File: config.mk
export PLATFORM = sky130hd
export DESIGN_NAME = ae350_reset_sequencer_flat
export DESIGN_NICKNAME = d
export VERILOG_FILES = /design/src/rtl/ae350_reset_sequencer_if.sv /design/src/rtl/ae350_reset_sequencer.sv /design/src/flat_wrapper.sv
export SDC_FILE = /design/constraint.sdc
export NUM_CORES = 1
export LEC_CHECK = 0
export BUFFER_PORTS_ARGS = -buffer_cell sky130_fd_sc_hd__buf_2
export CAP_MARGIN = 40
export CORE_AREA = 5 5 70 72
export DETAILED_ROUTE_END_ITERATION = 10
export DIE_AREA = 0 0 75 77
export PLACE_DENSITY = 0.72
export SLEW_MARGIN = 20
export SYNTH_ARGS = -nofsm -noshare
export SYNTH_HDL_FRONTEND = slang
export SYNTH_SLANG_ARGS = --single-unit
export TNS_END_PERCENT = 20
File: constraint.sdc
create_clock -name CLK -period 2.95 [get_ports CLK]
set_input_delay 0.59 -clock CLK [delete_from_list [all_inputs] [get_ports CLK]]
set_output_delay 0.59 -clock CLK [all_outputs]
set_load 0.1 [all_outputs]
File: src/rtl/ae350_reset_sequencer_if.sv
// Board-side signal bundle of the AE350 reset sequencer: async status inputs in,
// registered reset/enable outputs out.
interface ae350_reset_sequencer_if;
    logic       PLL_LOCK;
    logic       DDR3_INIT;
    logic       DDR3_STOP;
    logic       DDR3_RSTN;
    logic       DDR3_CLK_EN;
    logic       POR_RSTN;
    logic       HW_RSTN;
    logic       INIT_FAIL;
    logic [2:0] SEQ_STATE;

    modport master (
        output PLL_LOCK, DDR3_INIT, DDR3_STOP,
        input  DDR3_RSTN, DDR3_CLK_EN, POR_RSTN, HW_RSTN, INIT_FAIL, SEQ_STATE
    );

    modport slave (
        input  PLL_LOCK, DDR3_INIT, DDR3_STOP,
        output DDR3_RSTN, DDR3_CLK_EN, POR_RSTN, HW_RSTN, INIT_FAIL, SEQ_STATE
    );
endinterface

File: src/rtl/ae350_reset_sequencer.sv
// Power-up sequencer for the AE350 SoC: PLL lock -> DDR3 reset -> calibration -> SoC resets,
// with calibration retry, sticky failure and full restart on lock loss.
module ae350_reset_sequencer #(
    parameter int LOCK_STABLE_CYCLES = 1024,
    parameter int DDR_RST_HOLD       = 256,
    parameter int INIT_TIMEOUT       = 1048576,
    parameter int MAX_RETRY          = 3,
    parameter int HW_DELAY           = 16
) (
    input  logic                     CLK,
    input  logic                     RSTN,
    ae350_reset_sequencer_if.slave   bus
);
    localparam int MAX_A   = (LOCK_STABLE_CYCLES > DDR_RST_HOLD) ? LOCK_STABLE_CYCLES : DDR_RST_HOLD;
    localparam int MAX_B   = (INIT_TIMEOUT > HW_DELAY) ? INIT_TIMEOUT : HW_DELAY;
    localparam int CNT_MAX = (MAX_A > MAX_B) ? MAX_A : MAX_B;
    // Wide enough that every terminal count, including HW_DELAY itself, is representable.
    localparam int CW      = $clog2(CNT_MAX + 1);
    localparam int RW      = (MAX_RETRY < 1) ? 1 : $clog2(MAX_RETRY + 1);

    localparam logic [CW-1:0] LOCK_LAST = CW'(LOCK_STABLE_CYCLES - 1);
    localparam logic [CW-1:0] HOLD_LAST = CW'(DDR_RST_HOLD - 1);
    localparam logic [CW-1:0] TO_LAST   = CW'(INIT_TIMEOUT - 1);
    localparam logic [CW-1:0] HW_COUNT  = CW'(HW_DELAY);
    localparam logic [RW-1:0] RETRY_MAX = RW'(MAX_RETRY);

    typedef enum logic [2:0] {
        S_RESET     = 3'd0,
        S_WAIT_LOCK = 3'd1,
        S_DDR_RST   = 3'd2,
        S_WAIT_INIT = 3'd3,
        S_RUN       = 3'd4,
        S_FAIL      = 3'd5
    } state_t;

    logic [1:0]    r_rst_sync, r_lk_sync, r_in_sync, r_st_sync;
    state_t        r_state, w_state_next;
    logic [CW-1:0] r_cnt, w_cnt_next;
    logic [RW-1:0] r_retry, w_retry_next;
    logic          r_ddr_rstn, r_clk_en, r_por_rstn, r_hw_rstn, r_init_fail;
    logic          w_rst_rel, w_lk_s, w_in_s, w_st_s;

    assign w_rst_rel = r_rst_sync[1];
    assign w_lk_s    = r_lk_sync[1];
    assign w_in_s    = r_in_sync[1];
    assign w_st_s    = r_st_sync[1];

    always_ff @(posedge CLK or negedge RSTN) begin
        if (!RSTN) begin
            r_rst_sync <= '0;
            r_lk_sync  <= '0;
            r_in_sync  <= '0;
            r_st_sync  <= '0;
        end else begin
            r_rst_sync <= {r_rst_sync[0], 1'b1};
            r_lk_sync  <= {r_lk_sync[0], bus.PLL_LOCK};
            r_in_sync  <= {r_in_sync[0], bus.DDR3_INIT};
            r_st_sync  <= {r_st_sync[0], bus.DDR3_STOP};
        end
    end

    always_comb begin
        w_state_next = r_state;
        w_retry_next = r_retry;
        case (r_state)
            S_RESET: begin
                w_retry_next = '0;
                if (w_rst_rel) w_state_next = S_WAIT_LOCK;
            end
            S_WAIT_LOCK: begin
                if (w_lk_s && (r_cnt == LOCK_LAST)) w_state_next = S_DDR_RST;
            end
            S_DDR_RST: begin
                if (!w_lk_s) begin
                    w_state_next = S_WAIT_LOCK;
                    w_retry_next = '0;
                end else if (r_cnt == HOLD_LAST) begin
                    w_state_next = S_WAIT_INIT;
                end
            end
            S_WAIT_INIT: begin
                // Calibration done beats a coincident timeout.
                if (!w_lk_s) begin
                    w_state_next = S_WAIT_LOCK;
                    w_retry_next = '0;
                end else if (w_in_s) begin
                    w_state_next = S_RUN;
                end else if (r_cnt == TO_LAST) begin
                    if (r_retry < RETRY_MAX) begin
                        w_retry_next = r_retry + 1'b1;
                        w_state_next = S_DDR_RST;
                    end else begin
                        w_state_next = S_FAIL;
                    end
                end
            end
            S_RUN: begin
                if (!w_lk_s) begin
                    w_state_next = S_WAIT_LOCK;
                    w_retry_next = '0;
                end
            end
            S_FAIL: begin
                w_state_next = S_FAIL;
            end
            default: begin
                w_state_next = S_RESET;
            end
        endcase

        if (w_state_next != r_state)
            w_cnt_next = '0;
        else if ((r_state == S_WAIT_LOCK) && !w_lk_s)
            w_cnt_next = '0;
        else if (r_cnt != '1)
            w_cnt_next = r_cnt + 1'b1;
        else
            w_cnt_next = r_cnt;
    end

    // Outputs decode the next state so they change on the same edge as the state register.
    always_ff @(posedge CLK or negedge RSTN) begin
        if (!RSTN) begin
            r_state     <= S_RESET;
            r_cnt       <= '0;
            r_retry     <= '0;
            r_ddr_rstn  <= 1'b0;
            r_clk_en    <= 1'b0;
            r_por_rstn  <= 1'b0;
            r_hw_rstn   <= 1'b0;
            r_init_fail <= 1'b0;
        end else begin
            r_state     <= w_state_next;
            r_cnt       <= w_cnt_next;
            r_retry     <= w_retry_next;
            r_ddr_rstn  <= (w_state_next == S_WAIT_INIT) || (w_state_next == S_RUN);
            r_clk_en    <= (w_state_next == S_DDR_RST) || (w_state_next == S_WAIT_INIT) ||
                           ((w_state_next == S_RUN) && !w_st_s);
            r_por_rstn  <= (w_state_next == S_RUN);
            r_hw_rstn   <= (w_state_next == S_RUN) && (w_cnt_next >= HW_COUNT);
            r_init_fail <= r_init_fail || (w_state_next == S_FAIL);
        end
    end

    assign bus.DDR3_RSTN   = r_ddr_rstn;
    assign bus.DDR3_CLK_EN = r_clk_en;
    assign bus.POR_RSTN    = r_por_rstn;
    assign bus.HW_RSTN     = r_hw_rstn;
    assign bus.INIT_FAIL   = r_init_fail;
    assign bus.SEQ_STATE   = r_state;
endmodule

File: src/flat_wrapper.sv
// flat-port wrapper written by rule: the top's interface ports become plain ports
module ae350_reset_sequencer_flat 
#(
    parameter int LOCK_STABLE_CYCLES = 1024,
    parameter int DDR_RST_HOLD       = 256,
    parameter int INIT_TIMEOUT       = 1048576,
    parameter int MAX_RETRY          = 3,
    parameter int HW_DELAY           = 16
)
  (CLK, RSTN, bus_PLL_LOCK, bus_DDR3_INIT, bus_DDR3_STOP, bus_DDR3_RSTN, bus_DDR3_CLK_EN, bus_POR_RSTN, bus_HW_RSTN, bus_INIT_FAIL, bus_SEQ_STATE);
  ae350_reset_sequencer_if bus_i ();
  input  logic CLK;
  input  logic RSTN;
  input wire logic [$bits(bus_i.PLL_LOCK)-1:0] bus_PLL_LOCK;
  input wire logic [$bits(bus_i.DDR3_INIT)-1:0] bus_DDR3_INIT;
  input wire logic [$bits(bus_i.DDR3_STOP)-1:0] bus_DDR3_STOP;
  output wire logic [$bits(bus_i.DDR3_RSTN)-1:0] bus_DDR3_RSTN;
  output wire logic [$bits(bus_i.DDR3_CLK_EN)-1:0] bus_DDR3_CLK_EN;
  output wire logic [$bits(bus_i.POR_RSTN)-1:0] bus_POR_RSTN;
  output wire logic [$bits(bus_i.HW_RSTN)-1:0] bus_HW_RSTN;
  output wire logic [$bits(bus_i.INIT_FAIL)-1:0] bus_INIT_FAIL;
  output wire logic [$bits(bus_i.SEQ_STATE)-1:0] bus_SEQ_STATE;
  assign bus_i.PLL_LOCK = bus_PLL_LOCK;
  assign bus_i.DDR3_INIT = bus_DDR3_INIT;
  assign bus_i.DDR3_STOP = bus_DDR3_STOP;
  assign bus_DDR3_RSTN = bus_i.DDR3_RSTN;
  assign bus_DDR3_CLK_EN = bus_i.DDR3_CLK_EN;
  assign bus_POR_RSTN = bus_i.POR_RSTN;
  assign bus_HW_RSTN = bus_i.HW_RSTN;
  assign bus_INIT_FAIL = bus_i.INIT_FAIL;
  assign bus_SEQ_STATE = bus_i.SEQ_STATE;
  ae350_reset_sequencer #(.LOCK_STABLE_CYCLES(LOCK_STABLE_CYCLES), .DDR_RST_HOLD(DDR_RST_HOLD), .INIT_TIMEOUT(INIT_TIMEOUT), .MAX_RETRY(MAX_RETRY), .HW_DELAY(HW_DELAY)) u_core (.CLK(CLK), .RSTN(RSTN), .bus(bus_i));
endmodule
# After elaboration in Yosys (flattened, before gate mapping)
# Cells that the tools add are included.
# classes
addsub	2
n_lt_le_gt_ge	2
n_eq_ne	18
n_mux	19
reduce_logical	14
# ops
operator	n
2-to-1 mux 21 bit	3
2-to-1 mux 3 bit	9
adder 21 x 1 -> 21 bit, second input constant	1
== test 21 x 10 -> 1 bit, second input constant	1
== test 21 x 20 -> 1 bit, second input constant	1
== test 21 x 8 -> 1 bit, second input constant	1
greater-or-equal comparator 21 x 5 -> 1 bit, second input constant	1
inequality test 21 bit, second input constant	1
one-hot mux 3 bit (6 select lines)	1
== test 3 x 2 -> 1 bit, second input constant	4
== test 3 bit, second input constant	4
2-to-1 mux 2 bit	5
inequality test 3 bit, second input constant	3
one-hot mux 2 bit (3 select lines)	1
AND reduction 5 bit	1
logical AND 1 bit	4
logical OR 1 bit	4
== test 3 x 1 -> 1 bit, second input constant	1
zero test 3 bit	1
inequality test 3 bit	1
nonzero test 3 bit	1
adder 2 x 1 -> 2 bit, second input constant	1
zero test 1 bit	2
less-than comparator 2 bit, second input constant	1
other kinds (2)	2
# totals
ff_bits	39
input_bits	5
output_inout_bits	8
elab_cells	67

# Longest topological paths before layout
# logic_depth
depth_word	10
mapped_depth	8
depth_no_buf	7

# Worst setup path before layout
# OpenSTA, ideal clock, no wires.
# synth_timing
path_kind	reg2reg
start	register u_core.r_state[1], in the netlist u_core.bus.SEQ_STATE[1]
end	register u_core.r_cnt[9]
setup_time_ps	89
arrival_time_ps	2570
required_time_ps	2861
path_slack_ps	291
stages_incl_launch_ff	9
n_path_buf	2
period_less_slack_ps	2659
path_cell_list	dfrtp_1 -> buf_4 -> nand2_1 -> a211o_1 -> a31oi_1 -> a21oi_1 -> or4b_4 -> buf_6 -> a211oi_4
# synth_via
elab_chain_cells	6
elab_cells_between_ends	19
classes_between	6 x eq/ne; 11 x mux; 2 x reduce/logical
# synth_lines
item	line_no	source
start, declared	ae350_reset_sequencer.sv:37	state_t r_state, w_state_next;
start signal, assigned	ae350_reset_sequencer.sv:133	r_state <= w_state_next;
2-to-1 mux 3 bit	ae350_reset_sequencer.sv:88	end else if (r_cnt == TO_LAST) begin
2-to-1 mux 3 bit	ae350_reset_sequencer.sv:86	end else if (w_in_s) begin
2-to-1 mux 3 bit	ae350_reset_sequencer.sv:83	if (!w_lk_s) begin
one-hot mux 3 bit (6 select lines)	ae350_reset_sequencer.sv:65	case (r_state)
inequality test 3 bit	ae350_reset_sequencer.sv:111	if (w_state_next != r_state)
2-to-1 mux 21 bit *	ae350_reset_sequencer.sv:111	
via u_core.w_cnt_next[9]	ae350_reset_sequencer.sv:38	logic [CW-1:0] r_cnt, w_cnt_next;
end signal, assigned	ae350_reset_sequencer.sv:134	r_cnt <= w_cnt_next;
end, declared	ae350_reset_sequencer.sv:38	
# Mark *: on every way through the listed nets, which the timed path passes. The rest lies on a longest branch.
# A chain may end at the register's enable or synchronous reset.

# Worst setup path after layout
# layout_timing
start	register u_core.r_cnt[0]
end	register u_core.r_cnt[8]
# layout_via
elab_chain_cells	7
elab_cells_between_ends	17
classes_between	1 x add/sub; 5 x eq/ne; 10 x mux; 1 x reduce/logical
# layout_lines
item	line_no
== test 21 x 20 -> 1 bit	ae350_reset_sequencer.sv:88
2-to-1 mux 3 bit	ae350_reset_sequencer.sv:88
2-to-1 mux 3 bit	ae350_reset_sequencer.sv:86
2-to-1 mux 3 bit	ae350_reset_sequencer.sv:83
one-hot mux 3 bit (6 select lines)	ae350_reset_sequencer.sv:65
inequality test 3 bit	ae350_reset_sequencer.sv:111
2-to-1 mux 21 bit *	ae350_reset_sequencer.sv:111
via u_core.w_cnt_next[8]	ae350_reset_sequencer.sv:38
# Marks and branches as above.

==> flow_metrics.tcl <==
set metrics [dict create \
    status "complete, no violations" \
    avgSynthCellArea_sq_um 9.066 \
    synthesis.instances 248 \
    cts_root_buf "clkbuf_8" \
    fin_cells 305 \
    crit_top_cell "nor3_1" \
    post-dp-hpwl_um 3401 \
    cts.path.max_buffers 2 \
    vias_per_cell 5.970 \
    fin_skew_ns 0.003480 \
    placed_cell_area_sq_um 2307 \
    placement.io_buffers 12 \
    num-fill-cells 402 \
    dieWidth_um 75 \
    finalNetCount 259 \
    start_util_pct 53.10 \
    hold_slack_ns 0.2338 \
    postRouteAntennaNets 0 \
    clock_latency_ns 0.29 \
    drive_gt1_share_pct 13.44 \
    cp.arrival_ns 2.66 \
    grt-ovfl-total 0 \
    yosysTopAreaCell "dfrtp_1" \
    ys_seq_elements 39 \
    synthSimpleGateAreaFrac_pct 27.66 \
    routed_wl_um 4681 \
    synth.top_cells.by_area "dfrtp_1, nor2_1, nand3_1" \
    synthAdderAreaFrac_pct 1.113 \
    synth_nets 255 \
    synth-compound-area-share_pct 13.63 \
    timing.rr.start "u_core.r_cnt[0]" \
    cap_violations 0 \
    wl_per_cell_um 15.35 \
    reg2reg_depth 8 \
    cts_htree_levels 2 \
    syn_area_sq_um 2248 \
    rrSetupSlack_ns 0.50 \
    antenna_found_initial 0 \
    required_ns 3.16 \
    worst_slack_ns 0.5005 \
    p_clk_share_pct 44.0 \
    worstSetupPathType "register to register" \
    antenna_cells 0 \
    drv_slew 0 \
    grt_usage_pct 18.51 \
    hp-class "input pin to asynchronous set/reset pin" \
    yosysWarnings 0 \
    synth.distinct_cells 52 \
    path_clk_slew_ns 0.08 \
    p_comb_share_pct 3.4 \
    rsz0062_at_grt "false" \
    synthArstFlopShare_pct 100.0 \
    synthTopCellsByCount "dfrtp_1, nor2_1, nand2_1, nand3_1, nor3_1" \
    setup_tns_ns 0 \
    finalHoldViolCount 0 \
    power_density_nw_per_um2 432.2 \
    cts.sinks 39 \
    worstPathCellList "ha_1, nand3_1, nor3_1, buf_4, and3_1, a21oi_1, or4b_4, nor3_1" \
    crit_fanout 21 \
    cts_buffers 5 \
    ys.flop_type "dfrtp_1" \
    grt_pass1_wl_um 8307 \
    dp_slack_ns 0.5093 \
    fin_total_pwr_mw 1.048 \
    synthXorXnorAreaFrac_pct 7.012 \
    routabilityCongestion 0.9211 \
    cts_tree "yes" \
    final_cell_area_sq_um 2425 \
    ctsHoldBuffers 0 \
    dieArea_sq_um 5775 \
    synthMuxAreaShare_pct 1.836 \
    p_int_uw 830.1 \
    power_leakage_nw 1.042 \
    timing.final.crit_period_ns 2.449 \
    max_stage_delay_ns 0.64 \
    coreArea_sq_um 4234 \
    vias 1821 \
    timing.rr.end "u_core.r_cnt[8]" \
    worst_slew_pin_slew_ns 0.6305 \
    seq_area_frac_synth_pct 43.41 \
    grt_start_max_net_pins 24 \
    rows 24 \
    slew_headroom_pct 57.65 \
    synth_top_family_by_area "simple AND/OR/NAND/NOR gates" \
    drt_pass1_iterations 4 \
    post_cts_buffers 0 \
    synth_most_common_cell "dfrtp_1" \
    first_iter_violations 185 \
    sw_frac_of_total_pct 20.79 \
    areaGrowthSynthToFinish_pct 7.847 \
    synth-edff-count 0 \
    die_h_um 77 \
    power_frac_seq_pct 52.6 \
    io_pins 13 \
    cp-end-kind "register" \
    crit_slowest_cell "or4b_4" \
    peakVddDrop_v 0.0002476 \
    switchingPower_uw 217.9 \
    max_clock_freq_mhz 408.3 \
    final_util_pct 57.27 \
    worstSetupStartpointType "register" \
    synth_top_area_share_pct 43.41 \
    period_share_pct 83.03 \
    drc 0 \
    dp_cells 297 \
    grt_pass1_vias 1721 \
    setup_viol 0 \
    cts_resized 0 \
]
==> power groups by stage <==
stage               registers (mW)  clock network, mW  logic [mW]
floorplan                    0.558                  0      0.0209
global placement             0.561                  0      0.0319
detailed placement           0.561                  0      0.0377
CTS                          0.551              0.473      0.0377
global route                 0.553              0.505      0.0416
finish                       0.551              0.461      0.0361
==> placed cells by master, fill, tap and decap left out, types with 4 or more instances in the layout <==
cell | synthesis | layout
a31oi_1 | 7 | 7
nor2_1 | 35 | 35
xor2_1 | 9 | 9
o21ai_0 | 10 | 10
nor3_1 | 11 | 11
xnor2_1 | 9 | 9
and3_1 | 6 | 6
inv_1 | 4 | 4
dfrtp_1 | 39 | 39
nand2_1 | 18 | 18
nand4_1 | 7 | 7
clkbuf_8 | 0 | 6
a21oi_1 | 8 | 8
nand3_1 | 18 | 18
buf_2 | 8 | 12
==> worst max path at each step <==
stage / start / end / slack, ns / cells after the start
5_1_grt: u_core.r_cnt[0] / u_core.r_cnt[9] / 0.40 / 8
2_1_floorplan: u_core.bus.SEQ_STATE[1] / u_core.r_cnt[9] / 0.29 / 8
3_5_place_dp: u_core.r_cnt[0] / u_core.r_cnt[8] / 0.51 / 8
4_1_cts: u_core.r_cnt[0] / u_core.r_cnt[8] / 0.50 / 8
3_3_place_gp: u_core.r_cnt[0] / u_core.r_cnt[8] / 0.59 / 8
6_report: u_core.r_cnt[0] / u_core.r_cnt[8] / 0.50 / 8
==> logic make-up after synthesis <==
family | after synthesis
other | 1
AND/OR/NAND/NOR | 118
adder cells (fa/ha/maj) | 2
buffers and inverters | 21
flip-flops | 39
multiplexers | 4
AO/OA/AOI/OAI | 45
XOR/XNOR | 18
==> worst max-delay path, delay by kind of cell, from the launching register on <==
family                   cells  cell delay [ns]
AND/OR/NAND/NOR              5             1.34
AO/OA/AOI/OAI                1             0.16
flip-flops                   1             0.43
adder cells (fa/ha/maj)      1             0.26
buffers and inverters        1             0.17
==> layout make-up <==
| class | instances | area, sq um | area share [%] |
|---|---|---|---|
| Timing Repair Buffer | 14 | 95.09 | 3.922 |
| Tap cell | 52 | 65.06 | 2.683 |
| Clock buffer | 6 | 82.58 | 3.406 |
| Inverter | 4 | 15.01 | 0.6192 |
| Sequential cell | 39 | 975.9 | 40.25 |
| Multi-Input combinational cell | 188 | 1156 | 47.68 |
| Clock inverter | 2 | 35.03 | 1.445 |
==> registers in the layout, indices dropped and copies added (netlist names) <==
name,flops
u_core.r_lk_sync,2
u_core.r_retry,2
u_core.bus.SEQ_STATE,3
u_core.bus.DDR3_CLK_EN,1
u_core.bus.HW_RSTN,1
u_core.r_in_sync,2
u_core.r_st_sync,2
u_core.bus.POR_RSTN,1
u_core.bus.DDR3_RSTN,1
u_core.r_cnt,21
u_core.r_rst_sync,2
u_core.bus.INIT_FAIL,1
==> routing by layer <==
| metal | global-route usage (%) | vias up | share of wire [%] |
|---|---|---|---|
| li1 | - | 894 | - |
| met3 | 3.529 | 5 | 5.5 |
| met1 | 26.85 | 868 | 48 |
| met2 | 27.53 | 54 | 45 |
| met5 | 0 | - | 0 |
| met4 | 5.872 | 0 | 1.5 |
Note: power is estimated with default switching activity, not from simulation.
